**src/rtl/ro_puf_challenge_sequencer.sv**
```systemverilog
// Sequences one RO PUF response extraction: walks RESP_BITS consecutive challenges
// through the scrambler, times each RO counting window and resolves one bit per challenge.
module ro_puf_challenge_sequencer #(
  parameter int unsigned RESP_BITS   = 16,
  parameter int unsigned SCR_LAT     = 2,
  parameter int unsigned MEAS_CYCLES = 1024,
  parameter int unsigned CNT_W       = 16
) (
  input  logic                 clk,
  input  logic                 rst,
  input  logic                 start,
  input  logic                 abort,
  input  logic [7:0]           base_challenge,
  output logic [7:0]           scr_challenge,
  input  logic [7:0]           scr_out,
  output logic [7:0]           ro_sel,
  output logic                 cnt_clr,
  output logic                 ro_en,
  input  logic [CNT_W-1:0]     cnt_a,
  input  logic [CNT_W-1:0]     cnt_b,
  output logic                 busy,
  output logic [RESP_BITS-1:0] response,
  output logic                 resp_valid,
  output logic                 unstable
);

  localparam int unsigned IDX_W   = $clog2(RESP_BITS);
  localparam int unsigned TMR_MAX = (MEAS_CYCLES > SCR_LAT) ? MEAS_CYCLES : SCR_LAT;
  localparam int unsigned TMR_W   = (TMR_MAX > 1) ? $clog2(TMR_MAX) : 1;

  typedef enum logic [2:0] {
    S_IDLE,
    S_LOAD,
    S_CLEAR,
    S_MEASURE,
    S_SETTLE,
    S_COMPARE,
    S_DONE
  } state_t;

  state_t                 state_q, state_d;
  logic [TMR_W-1:0]       tmr_q, tmr_d;
  logic [IDX_W-1:0]       idx_q, idx_d;
  logic [7:0]             base_q, base_d;
  logic [7:0]             scr_d;
  logic [7:0]             ro_sel_d;
  logic [RESP_BITS-1:0]   resp_d;
  logic                   unstable_d;
  logic                   cnt_clr_d;
  logic                   ro_en_d;
  logic                   busy_d;
  logic                   resp_valid_d;

  // State, datapath and output registers; outputs are decoded from the next state.
  always_ff @(posedge clk or posedge rst) begin
    if (rst) begin
      state_q       <= S_IDLE;
      tmr_q         <= '0;
      idx_q         <= '0;
      base_q        <= '0;
      scr_challenge <= '0;
      ro_sel        <= '0;
      response      <= '0;
      unstable      <= 1'b0;
      cnt_clr       <= 1'b0;
      ro_en         <= 1'b0;
      busy          <= 1'b0;
      resp_valid    <= 1'b0;
    end else begin
      state_q       <= state_d;
      tmr_q         <= tmr_d;
      idx_q         <= idx_d;
      base_q        <= base_d;
      scr_challenge <= scr_d;
      ro_sel        <= ro_sel_d;
      response      <= resp_d;
      unstable      <= unstable_d;
      cnt_clr       <= cnt_clr_d;
      ro_en         <= ro_en_d;
      busy          <= busy_d;
      resp_valid    <= resp_valid_d;
    end
  end

  // Next-state and next-output logic.
  always_comb begin
    state_d    = state_q;
    tmr_d      = tmr_q;
    idx_d      = idx_q;
    base_d     = base_q;
    scr_d      = scr_challenge;
    ro_sel_d   = ro_sel;
    resp_d     = response;
    unstable_d = unstable;

    case (state_q)
      S_IDLE: begin
        if (start && !abort) begin
          base_d     = base_challenge;
          idx_d      = '0;
          resp_d     = '0;
          unstable_d = 1'b0;
          scr_d      = base_challenge;
          tmr_d      = TMR_W'(SCR_LAT - 1);
          state_d    = S_LOAD;
        end
      end
      S_LOAD: begin
        if (tmr_q == '0) begin
          state_d = S_CLEAR;
        end else begin
          tmr_d = tmr_q - TMR_W'(1);
        end
      end
      S_CLEAR: begin
        ro_sel_d = scr_out;
        tmr_d    = TMR_W'(MEAS_CYCLES - 1);
        state_d  = S_MEASURE;
      end
      S_MEASURE: begin
        if (tmr_q == '0) begin
          state_d = S_SETTLE;
        end else begin
          tmr_d = tmr_q - TMR_W'(1);
        end
      end
      S_SETTLE: begin
        state_d = S_COMPARE;
      end
      S_COMPARE: begin
        resp_d[idx_q] = (cnt_a > cnt_b);
        if (cnt_a == cnt_b) begin
          unstable_d = 1'b1;
        end
        if (idx_q == IDX_W'(RESP_BITS - 1)) begin
          state_d = S_DONE;
        end else begin
          idx_d   = idx_q + IDX_W'(1);
          scr_d   = base_q + 8'(idx_q) + 8'd1;
          tmr_d   = TMR_W'(SCR_LAT - 1);
          state_d = S_LOAD;
        end
      end
      S_DONE: begin
        state_d = S_IDLE;
      end
      default: begin
        state_d = S_IDLE;
      end
    endcase

    // Abort discards any partial result so nothing half-measured leaks out.
    if (abort && (state_q != S_IDLE)) begin
      state_d    = S_IDLE;
      idx_d      = '0;
      resp_d     = '0;
      unstable_d = 1'b0;
    end

    cnt_clr_d    = (state_d == S_CLEAR);
    ro_en_d      = (state_d == S_MEASURE);
    busy_d       = (state_d != S_IDLE);
    resp_valid_d = (state_d == S_DONE);
  end

endmodule

```
**config.mk**
```make
export PLATFORM = sky130hd
export DESIGN_NAME = ro_puf_challenge_sequencer
export DESIGN_NICKNAME = d
export VERILOG_FILES = /design/src/rtl/ro_puf_challenge_sequencer.sv
export SDC_FILE = /design/constraint.sdc
export NUM_CORES = 1
export LEC_CHECK = 0
export ABC_CLOCK_PERIOD_IN_PS = 2300
export CAP_MARGIN = 20
export CORE_MARGIN = 3
export CORE_UTILIZATION = 30
export DETAILED_ROUTE_END_ITERATION = 10
export PLACE_DENSITY = 0.62
export SLEW_MARGIN = 20
export SYNTH_ARGS = -nofsm -noshare
export SYNTH_HDL_FRONTEND = slang
export SYNTH_SLANG_ARGS = --single-unit
```
**constraint.sdc**
```tcl
create_clock -name clk -period 2.3 [get_ports clk]
set_input_delay 0.345 -clock clk [delete_from_list [all_inputs] [get_ports clk]]
set_output_delay 0.345 -clock clk [all_outputs]
set_load 0.1 [all_outputs]
```
==> flow_summary_export.csv, run 1 <==
group,metric,value,unit
sta,finalCriticalPeriod,2.187,ns
sta,fin_hold_ws,0.4045,ns
grt,overflow,0,
grt,grt_pass1_vias,3239,
clocking,cts-root-buf,"clkbuf_16",
die,die_y,115.4,um
worst_setup_path,startpoint,"cnt_b[14]",
sta,worst_pin_slew,0.7600,ns
die,rows,39,
sta,rsz0062_at_grt,"false",
clocking,ctsHoldBuffers,0,
place,io_buffers,88,
sta,fin_crit_sh,0.9509,
finish,final_core_util,0.4349,
detailed_routing,drc,0,
finish,regArea,1551,um2
logic_synthesis,ys_seq_area_frac,0.4324,
finish,fillers,1130,
grt,grt_max_degree,63,
logic_synthesis,synth_edf_count,0,
detailed_routing,vias,3173,
logic_synthesis,postSynth.asyncResetShare,1.000,
logic_synthesis,ys_seq_elements,62,
outcome,outcome,"completed",
sta,maxClockFrequency,457.2,MHz
finish,stdcell_count,621,
power_and_ir_drop,peakVddDrop,0.0008645,V
place,place_ws,-0.6102,ns
grt,antenna_found_initial,0,
die,num_io_pins,89,
finish,final_net_count,552,
logic_synthesis,synth.most_common_cell,"dfrtp_1",
logic_synthesis,yosys-top-cells-area,"dfrtp_1 (43%), ha_1 (9.1%), mux2_2 (5.3%)",
logic_synthesis,postSynthCellCount,368,
clocking,cts_tree,"done",
power_and_ir_drop,p_leak,2.315,nW
finish,design_area,5030,um2
place,dp_cells,603,
logic_synthesis,syn_area,3588,um2
detailed_routing,via_per_inst,5.110,
logic_synthesis,synth_cell_types,52,
power_and_ir_drop,power_density,1102,nW/um2
die,coreArea,11560,um2
logic_synthesis,ys.warnings.count,0,
finish,drive_above_1_share,0.2238,
sta,hold_viol_final,0,
place,gp_congestion,0.7922,
logic_synthesis,synth_area_per_cell,9.751,um2
grt,grt_pass1_wl,15430,um
logic_synthesis,synth-main-ff-cell,"dfrtp_1",
sta,final.setup.worst_slack,0.1129,ns
sta,finalSetupViolCount,0,
worst_setup_path,start_kind,"input port",
finish,area_growth,40.17,%
worst_setup_path,end_kind,"flop",
clocking,clk_latency,0.33,ns
clocking,htreeDepth,3,
grt,track_usage,0.1445,
detailed_routing,ant_nets,0,
worst_setup_path,required,2.51,ns
worst_setup_path,timing.rr.start,"tmr_q[1]",
finish,multi_input_area,1846,um2
die,die_w,115.4,um
clocking,cts_buffers,9,
sta,fin_worst_skew,0.003740,ns
hold_path,hold_class,"in -> async",
place,placed_area,4664,um2
sta,slew_violations,0,
finish,num_antenna_cells,0,
worst_setup_path,critPathKind,"in -> reg",
detailed_routing,dr.pass1.iters,5,
logic_synthesis,synthTopCellsByCount,"dfrtp_1 (62), o21ai_0 (29), inv_1 (28), ha_1 (26), a21oi_1 (25)",
die,initial_core_util,0.3103,
logic_synthesis,synth.top_cell.area_share,0.4324,
sta,timing.slew.headroom,0.4933,
clocking,cts_sinks,62,
power_and_ir_drop,total_power,5.544,mW
detailed_routing,initialDrtViolationCount,116,
logic_synthesis,yosys.area.top_type,"dfrtp_1",
job,cap_violations,0,
die,die_area,13310,um2
place,hpwlAfterDp,6784,um
sta,tns,0,ns
detailed_routing,routed_wl,9321,um
logic_synthesis,syn_nets,447,
clocking,clockBufferDepth,2,
worst_setup_path,cp.arrival,2.40,ns
worst_setup_path,worstPathMaxFanout,11,
detailed_routing,wl_per_cell,15.01,um
clocking,path_clk_slew,0.05,ns
layout by cell type (no fill, tap or decap), types with 8 or more instances in the layout:
| master | instances |
|---|---|
| nor2_1 | 21 |
| a31oi_1 | 20 |
| clkbuf_16 | 9 |
| buf_4 | 64 |
| a32o_1 | 15 |
| ha_1 | 26 |
| a21oi_1 | 25 |
| inv_1 | 26 |
| nand2_1 | 24 |
| nor3_1 | 8 |
| mux2_2 | 17 |
| nand3_1 | 9 |
| o21ai_0 | 29 |
| clkdlybuf4s50_1 | 51 |
| dfrtp_1 | 62 |
report_power, final:
| group | internal (mW) | leakage (nW) | switching, mW |
|---|---|---|---|
| registers | 1.35 | 0.808 | 0.197 |
| logic | 0.824 | 1.34 | 1.64 |
| clock network | 1.05 | 0.165 | 0.486 |
sequential cells by signal, summed over array words and instances, names as in the netlist:
signal / flops
state_q: 3
cnt_clr: 1
tmr_q: 10
ro_en: 1
resp_valid: 1
base_q: 8
ro_sel: 8
idx_q: 4
unstable: 1
busy: 1
scr_challenge: 8
response: 16
layer usage:
metal | share of wire | track usage
met5 | 0 | 0
met3 | 0.063 | 0.03579
met4 | 0.0085 | 0.03991
met2 | 0.49 | 0.2515
met1 | 0.44 | 0.1781
final timing paths:
check                      slack (ns)               end  cells after the start
setup / recovery                 0.11       response[0]                     10
max in group asynchronous        1.62         base_q[2]                      3
min in group clk                 0.49  scr_challenge[3]                      1
hold / removal                   0.40      response[11]                      3
hold reg to reg                  0.49  scr_challenge[3]                      1
setup reg to reg                 0.17           cnt_clr                      7
final cells by class:
class,instances,share of cell area
multi-input cells,256,0.3669
flip-flops and latches,62,0.3085
repair buffers,116,0.2010
clock buffers,9,0.04478
well taps,143,0.03557
clock inverters,7,0.02239
inverters,28,0.02090
worst max-delay path, stage by stage:
cell             delay (ns)
clkdlybuf4s50_1        0.45
inv_1                  0.04
ha_1                   0.29
nand4_1                0.14
buf_4                  0.17
nor4_2                 0.28
buf_4                  0.17
a2111oi_4              0.05
buf_4                  0.20
a32o_1                 0.26
what timing repair did:
action / 4_1_cts / 5_1_grt
setup buffers: 2 / 0
resized for setup: 0 / 3
setup endpoints to repair: 16 / 20
pin swaps: 1 / 1
hold endpoints to repair: 0 / 0
logic make-up (layout without fill, tap and decap cells):
| kind of cell | count (synthesis) | after routing | share of synthesized area |
|---|---|---|---|
| DFF | 62 | 62 | 0.4324 |
| muxes | 19 | 19 | 0.05893 |
| and+or+nand+nor | 98 | 98 | 0.1457 |
| AOI/OAI and AO/OA | 108 | 108 | 0.2001 |
| xor gates and xnor gates | 4 | 4 | 0.009765 |
| adders and majority gates | 27 | 27 | 0.09623 |
| buffers and inverters | 50 | 160 | 0.05684 |
Note: power is estimated with default switching activity, not from simulation.
==> run 2, diff against run 1 <==
--- a/config.mk
+++ b/config.mk
@@ -8,9 +8,10 @@
 export ABC_CLOCK_PERIOD_IN_PS = 2300
 export CAP_MARGIN = 20
 export CORE_MARGIN = 3
-export CORE_UTILIZATION = 30
+export CORE_UTILIZATION = 25
 export DETAILED_ROUTE_END_ITERATION = 10
-export PLACE_DENSITY = 0.62
+export HOLD_SLACK_MARGIN = 0.03
+export PLACE_DENSITY = 0.55
 export SLEW_MARGIN = 20
 export SYNTH_ARGS = -nofsm -noshare
 export SYNTH_HDL_FRONTEND = slang
==> run 2 against run 1 <==
- register-to-register slack about the same
- core utilization is 5.5 points lower
- critical path type unchanged
- first-iteration DRC count rose by 26%
- largest cell class unchanged
==> flow_summary_export.csv, run 2 (synthesis results as in run 1) <==
group,metric,value,unit
clocking,cts-root-buf,"clkbuf_16",
sta,timing.slew.headroom,0.5040,
hold_path,hold_class,"in -> async",
place,gp_congestion,0.8640,
sta,finalCriticalPeriod,2.257,ns
finish,largest_register_ffs,16,
worst_setup_path,critPathKind,"in -> reg",
place,placed_area,4701,um2
die,initial_core_util,0.2575,
detailed_routing,dr.pass1.iters,4,
finish,num_antenna_cells,0,
grt,grt_pass1_wl,15890,um
clocking,path_clk_slew,0.06,ns
worst_setup_path,startpoint,"cnt_b[8]",
clocking,cts_tree,"done",
sta,finalSetupViolCount,0,
worst_setup_path,timing.rr.start,"tmr_q[1]",
finish,design_area,5293,um2
detailed_routing,vias,3198,
detailed_routing,initialDrtViolationCount,146,
grt,grt_max_degree,46,
detailed_routing,wl_per_cell,14.83,um
worst_setup_path,reg2reg_depth,7,
die,die_w,125.8,um
detailed_routing,routed_wl,9775,um
die,die_y,125.8,um
die,num_io_pins,89,
grt,overflow,0,
power_and_ir_drop,p_leak,2.422,nW
detailed_routing,ant_nets,0,
clocking,clk_latency,0.32,ns
die,coreArea,13930,um2
sta,fin_worst_skew,0.004747,ns
finish,stdcell_count,659,
detailed_routing,via_per_inst,4.853,
grt,antenna_found_initial,0,
power_and_ir_drop,power_density,1043,nW/um2
clocking,htreeDepth,3,
finish,area_growth,47.49,%
worst_setup_path,start_kind,"input port",
worst_setup_path,required,2.51,ns
detailed_routing,drc,0,
finish,top_register,"response",
sta,fin_crit_sh,0.9815,
job,cap_violations,0,
die,die_area,15830,um2
place,dp_cells,637,
clocking,cts_buffers,9,
place,io_buffers,88,
worst_setup_path,worstPathMaxFanout,8,
finish,layout_common_cells,"buf_4 (63), dfrtp_1 (62), clkdlybuf4s50_1 (42)",
outcome,outcome,"completed",
sta,fin_hold_ws,0.3446,ns
finish,final_common_cell,"buf_4",
grt,grt_pass1_vias,3240,
worst_setup_path,cp.arrival,2.47,ns
die,rows,43,
sta,slew_violations,0,
sta,hold_viol_final,0,
finish,drive_above_1_share,0.2693,
sta,worst_pin_slew,0.7440,ns
grt,track_usage,0.1211,
clocking,clockBufferDepth,2,
power_and_ir_drop,total_power,5.519,mW
worst_setup_path,end_kind,"flop",
sta,rsz0062_at_grt,"true",
finish,final_net_count,553,
place,hpwlAfterDp,6954,um
power_and_ir_drop,peakVddDrop,0.0009454,V
clocking,cts_sinks,62,
finish,largestRegisters,"response: 16 flops, tmr_q: 10 flops",
sta,maxClockFrequency,443.0,MHz
-- run 2: area by class of cell --
cell class	instances	area [um2]
timing repair buffer	117	1071
clock buffer	9	225.2
tap	180	225.2
inverter	28	105.1
fill	1372	8642
sequential	62	1551
multi-input combinational	256	2016
clock inverter	7	98.84
-- run 2: path summary, 6_finish.rpt --
path | endpoint | slack (ns)
min in group clk | response[5] | 0.49
max reg2reg | cnt_clr | 0.18
min reg2reg | response[5] | 0.49
min | tmr_q[1] | 0.34
max in group asynchronous | base_q[4] | 1.37
max | response[14] | 0.04
-- run 2: per-stage QoR --
stage | utilization | setup WS [ns] | setup TNS [ns]
floorplan | - | 0.1547 | 0
global placement | 0.3373 | -0.2130 | -3.294
detailed placement | 0.3373 | -0.2681 | -4.088
CTS | 0.3606 | 0.05543 | 0
global route | 0.3798 | -0.007599 | -0.01057
finish | 0.3798 | 0.04253 | 0
-- run 2: report_power, final --
group | switching, mW | internal, mW
Combinational | 1.65 | 0.854
Sequential | 0.219 | 1.35
Clock | 0.498 | 0.951
Total | 2.36 | 3.15
-- run 2: layer usage --
layer  wire, um  global-route usage  part of all wire  vias to the layer above
met5          0                   0                 0                        -
met4         66             0.02397            0.0068                        0
met3        632             0.03732             0.065                        7
met2       4713              0.2020              0.48                       97
met1       4363              0.1564              0.45                     1534
li1           -                   -                 -                     1560
-- run 2: critical path: stages --
cell and delay [ns]:
clkdlybuf4s50_1 0.47, inv_1 0.04, ha_1 0.26, nand4_1 0.12
buf_4 0.18, nor4_4 0.26, buf_4 0.17, a2111oi_4 0.04
buf_4 0.17, clkbuf_16 0.15, a32o_1 0.25
-- run 2: repair_timing --
action                     CTS  global route
buffers inserted             0             5
hold buffers                 0             0
resized for setup            0            36
setup endpoints to repair    0            22
==> run 3, diff against run 2 <==
--- a/config.mk
+++ b/config.mk
@@ -5,13 +5,12 @@
 export SDC_FILE = /design/constraint.sdc
 export NUM_CORES = 1
 export LEC_CHECK = 0
-export ABC_CLOCK_PERIOD_IN_PS = 2300
 export CAP_MARGIN = 20
 export CORE_MARGIN = 3
 export CORE_UTILIZATION = 25
 export DETAILED_ROUTE_END_ITERATION = 10
 export HOLD_SLACK_MARGIN = 0.03
-export PLACE_DENSITY = 0.55
+export PLACE_DENSITY = 0.53
 export SLEW_MARGIN = 20
 export SYNTH_ARGS = -nofsm -noshare
 export SYNTH_HDL_FRONTEND = slang
==> constraint.sdc (replaced) <==
create_clock -name clk -period 2.2 [get_ports clk]
set_input_delay 0.33 -clock clk [delete_from_list [all_inputs] [get_ports clk]]
set_output_delay 0.33 -clock clk [all_outputs]
set_load 0.1 [all_outputs]
==> run 3 against run 2 <==
- first-iteration DRC count down 23%
- non-clock buffer count up 9
- power up 8.1%
- global-route usage up 0.24 points
- critical path depth down 2
- worst setup slack better by 0.0093 ns
- flip-flop and latch count unchanged
- largest cell class unchanged
- worst hold slack better by 0.048 ns
- register-to-register slack worse by 0.12 ns
- clock power up 8%
- core utilization about the same
- via count up 1.1%
==> flow_summary_export.csv, run 3 (synthesis results as in run 1) <==
group,metric,value,unit
outcome,outcome,"completed",
finish,design_area,5294,um2
die,die_y,125.8,um
worst_setup_path,end_kind,"flop",
detailed_routing,wl_met3,613,um
finish,layout_common_cells,"buf_4 (71), dfrtp_1 (62), clkdlybuf4s50_1 (47)",
detailed_routing,wl_met1,4356,um
detailed_routing,drc,0,
die,coreArea,13930,um2
die,initial_core_util,0.2575,
hold_path,hold_class,"in -> async",
sta,timing.slew.headroom,0.4965,
finish,stdcell_count,668,
die,die_area,15830,um2
grt,grt_pass1_vias,3287,
worst_setup_path,r2r_end,"state_q[0]",
clocking,cts_tree,"done",
die,num_io_pins,89,
sta,fin_worst_skew,0.01170,ns
worst_setup_path,start_kind,"input port",
grt,grt_max_degree,63,
detailed_routing,vias,3232,
finish,largest_register_ffs,16,
detailed_routing,via_per_inst,4.838,
clocking,path_clk_slew,0.06,ns
grt,grt_pass1_wl,16080,um
grt,antenna_found_initial,0,
detailed_routing,wl_met2,4849,um
sta,maxClockFrequency,465.5,MHz
place,io_buffers,88,
die,rows,43,
clocking,cts-root-buf,"clkbuf_16",
place,hpwlAfterDp,6959,um
finish,final_common_cell,"buf_4",
finish,final_net_count,562,
worst_setup_path,required,2.46,ns
sta,fin_crit_sh,0.9765,
finish,top_register,"response",
power_and_ir_drop,p_leak,2.405,nW
worst_setup_path,r2r_setup_slack,0.06,ns
finish,largestRegisters,"response: 16 flops, tmr_q: 10 flops",
clocking,ctsHoldBuffers,0,
clocking,clockBufferDepth,2,
sta,finalSetupViolCount,0,
detailed_routing,routed_wl,9880,um
detailed_routing,dr.pass1.iters,4,
place,placed_area,4758,um2
clocking,htreeDepth,3,
power_and_ir_drop,power_density,1127,nW/um2
detailed_routing,highest_layer,"met4",
finish,num_antenna_cells,0,
sta,slew_violations,0,
clocking,clk_latency,0.33,ns
sta,worst_pin_slew,0.7553,ns
finish,drive_above_1_share,0.2787,
sta,hold_viol_final,0,
worst_setup_path,timing.rr.start,"tmr_q[0]",
die,die_w,125.8,um
sta,rsz0062_at_grt,"true",
sta,finalCriticalPeriod,2.148,ns
job,cap_violations,0,
clocking,cts_sinks,62,
worst_setup_path,critPathKind,"in -> reg",
power_and_ir_drop,peakVddDrop,0.001100,V
clocking,cts_buffers,9,
worst_setup_path,worstPathMaxFanout,6,
detailed_routing,wl_per_cell,14.79,um
place,dp_cells,643,
place,gp_congestion,0.8259,
detailed_routing,ant_nets,0,
finish,area_growth,47.52,%
grt,overflow,0,
grt,track_usage,0.1235,
worst_setup_path,cp.arrival,2.41,ns
worst_setup_path,reg2reg_depth,7,
detailed_routing,initialDrtViolationCount,112,
[run 3: per-stage QoR]
stage	util	hold WS (ns)	total power, mW	setup slack, ns	setup TNS (ns)
floorplan	-	0.4794	3.540	0.05470	0
global placement	0.3415	0.4795	4.240	-0.6325	-9.979
detailed placement	0.3415	0.4890	4.280	-0.6746	-10.45
CTS	0.3665	0.4005	5.882	0.0005276	0
global route	0.3799	0.4166	6.345	-0.07227	-0.3758
finish	0.3799	0.3922	5.968	0.05181	0
[run 3: metal layers]
| metal | up-vias | GRT usage |
|---|---|---|
| met3 | 6 | 0.03562 |
| met1 | 1554 | 0.1610 |
| met2 | 98 | 0.1998 |
| met4 | 0 | 0.03722 |
| met5 | - | 0 |
| li1 | 1574 | - |
[run 3: critical path: stages]
cell and delay, ns:
clkdlybuf4s50_1 0.45, inv_1 0.04, ha_1 0.28, nand4_1 0.15
nor3_2 0.22, a221oi_2 0.11, a2111oi_4 0.45, buf_4 0.21
a32o_1 0.17
[run 3: final cells by class]
class	count	area, um2
clock buffers	9	225.2
clock inverters	7	102.6
fillers	1399	8641
inverters	28	105.1
multi-input cells	256	1959
flip-flops and latches	62	1551
well taps	180	225.2
repair buffers	126	1125
[run 3: what timing repair did]
item | in CTS | in global routing
gates resized for setup | 1 | 34
pin swaps | 2 | 17
gates cloned | 0 | 1
setup buffers | 2 | 6
endpoints found under the setup margin | 18 | 29
[run 3: worst max path at each step]
stage,start,endpoint,depth (start not counted)
2_1_floorplan,tmr_q[0],state_q[0],8
4_1_cts,tmr_q[1],cnt_clr,7
3_3_place_gp,cnt_b[14],response[6],8
6_report,cnt_b[11],response[13],9
3_5_place_dp,cnt_b[7],response[8],8
5_1_grt,tmr_q[0],state_q[0],7
[run 3: power breakdown]
group / internal, mW / switching [mW] / leakage, nW
sequential: 1.41 / 0.222 / 0.808
clock: 1.01 / 0.553 / 0.163
combinational: 1.00 / 1.77 / 1.43
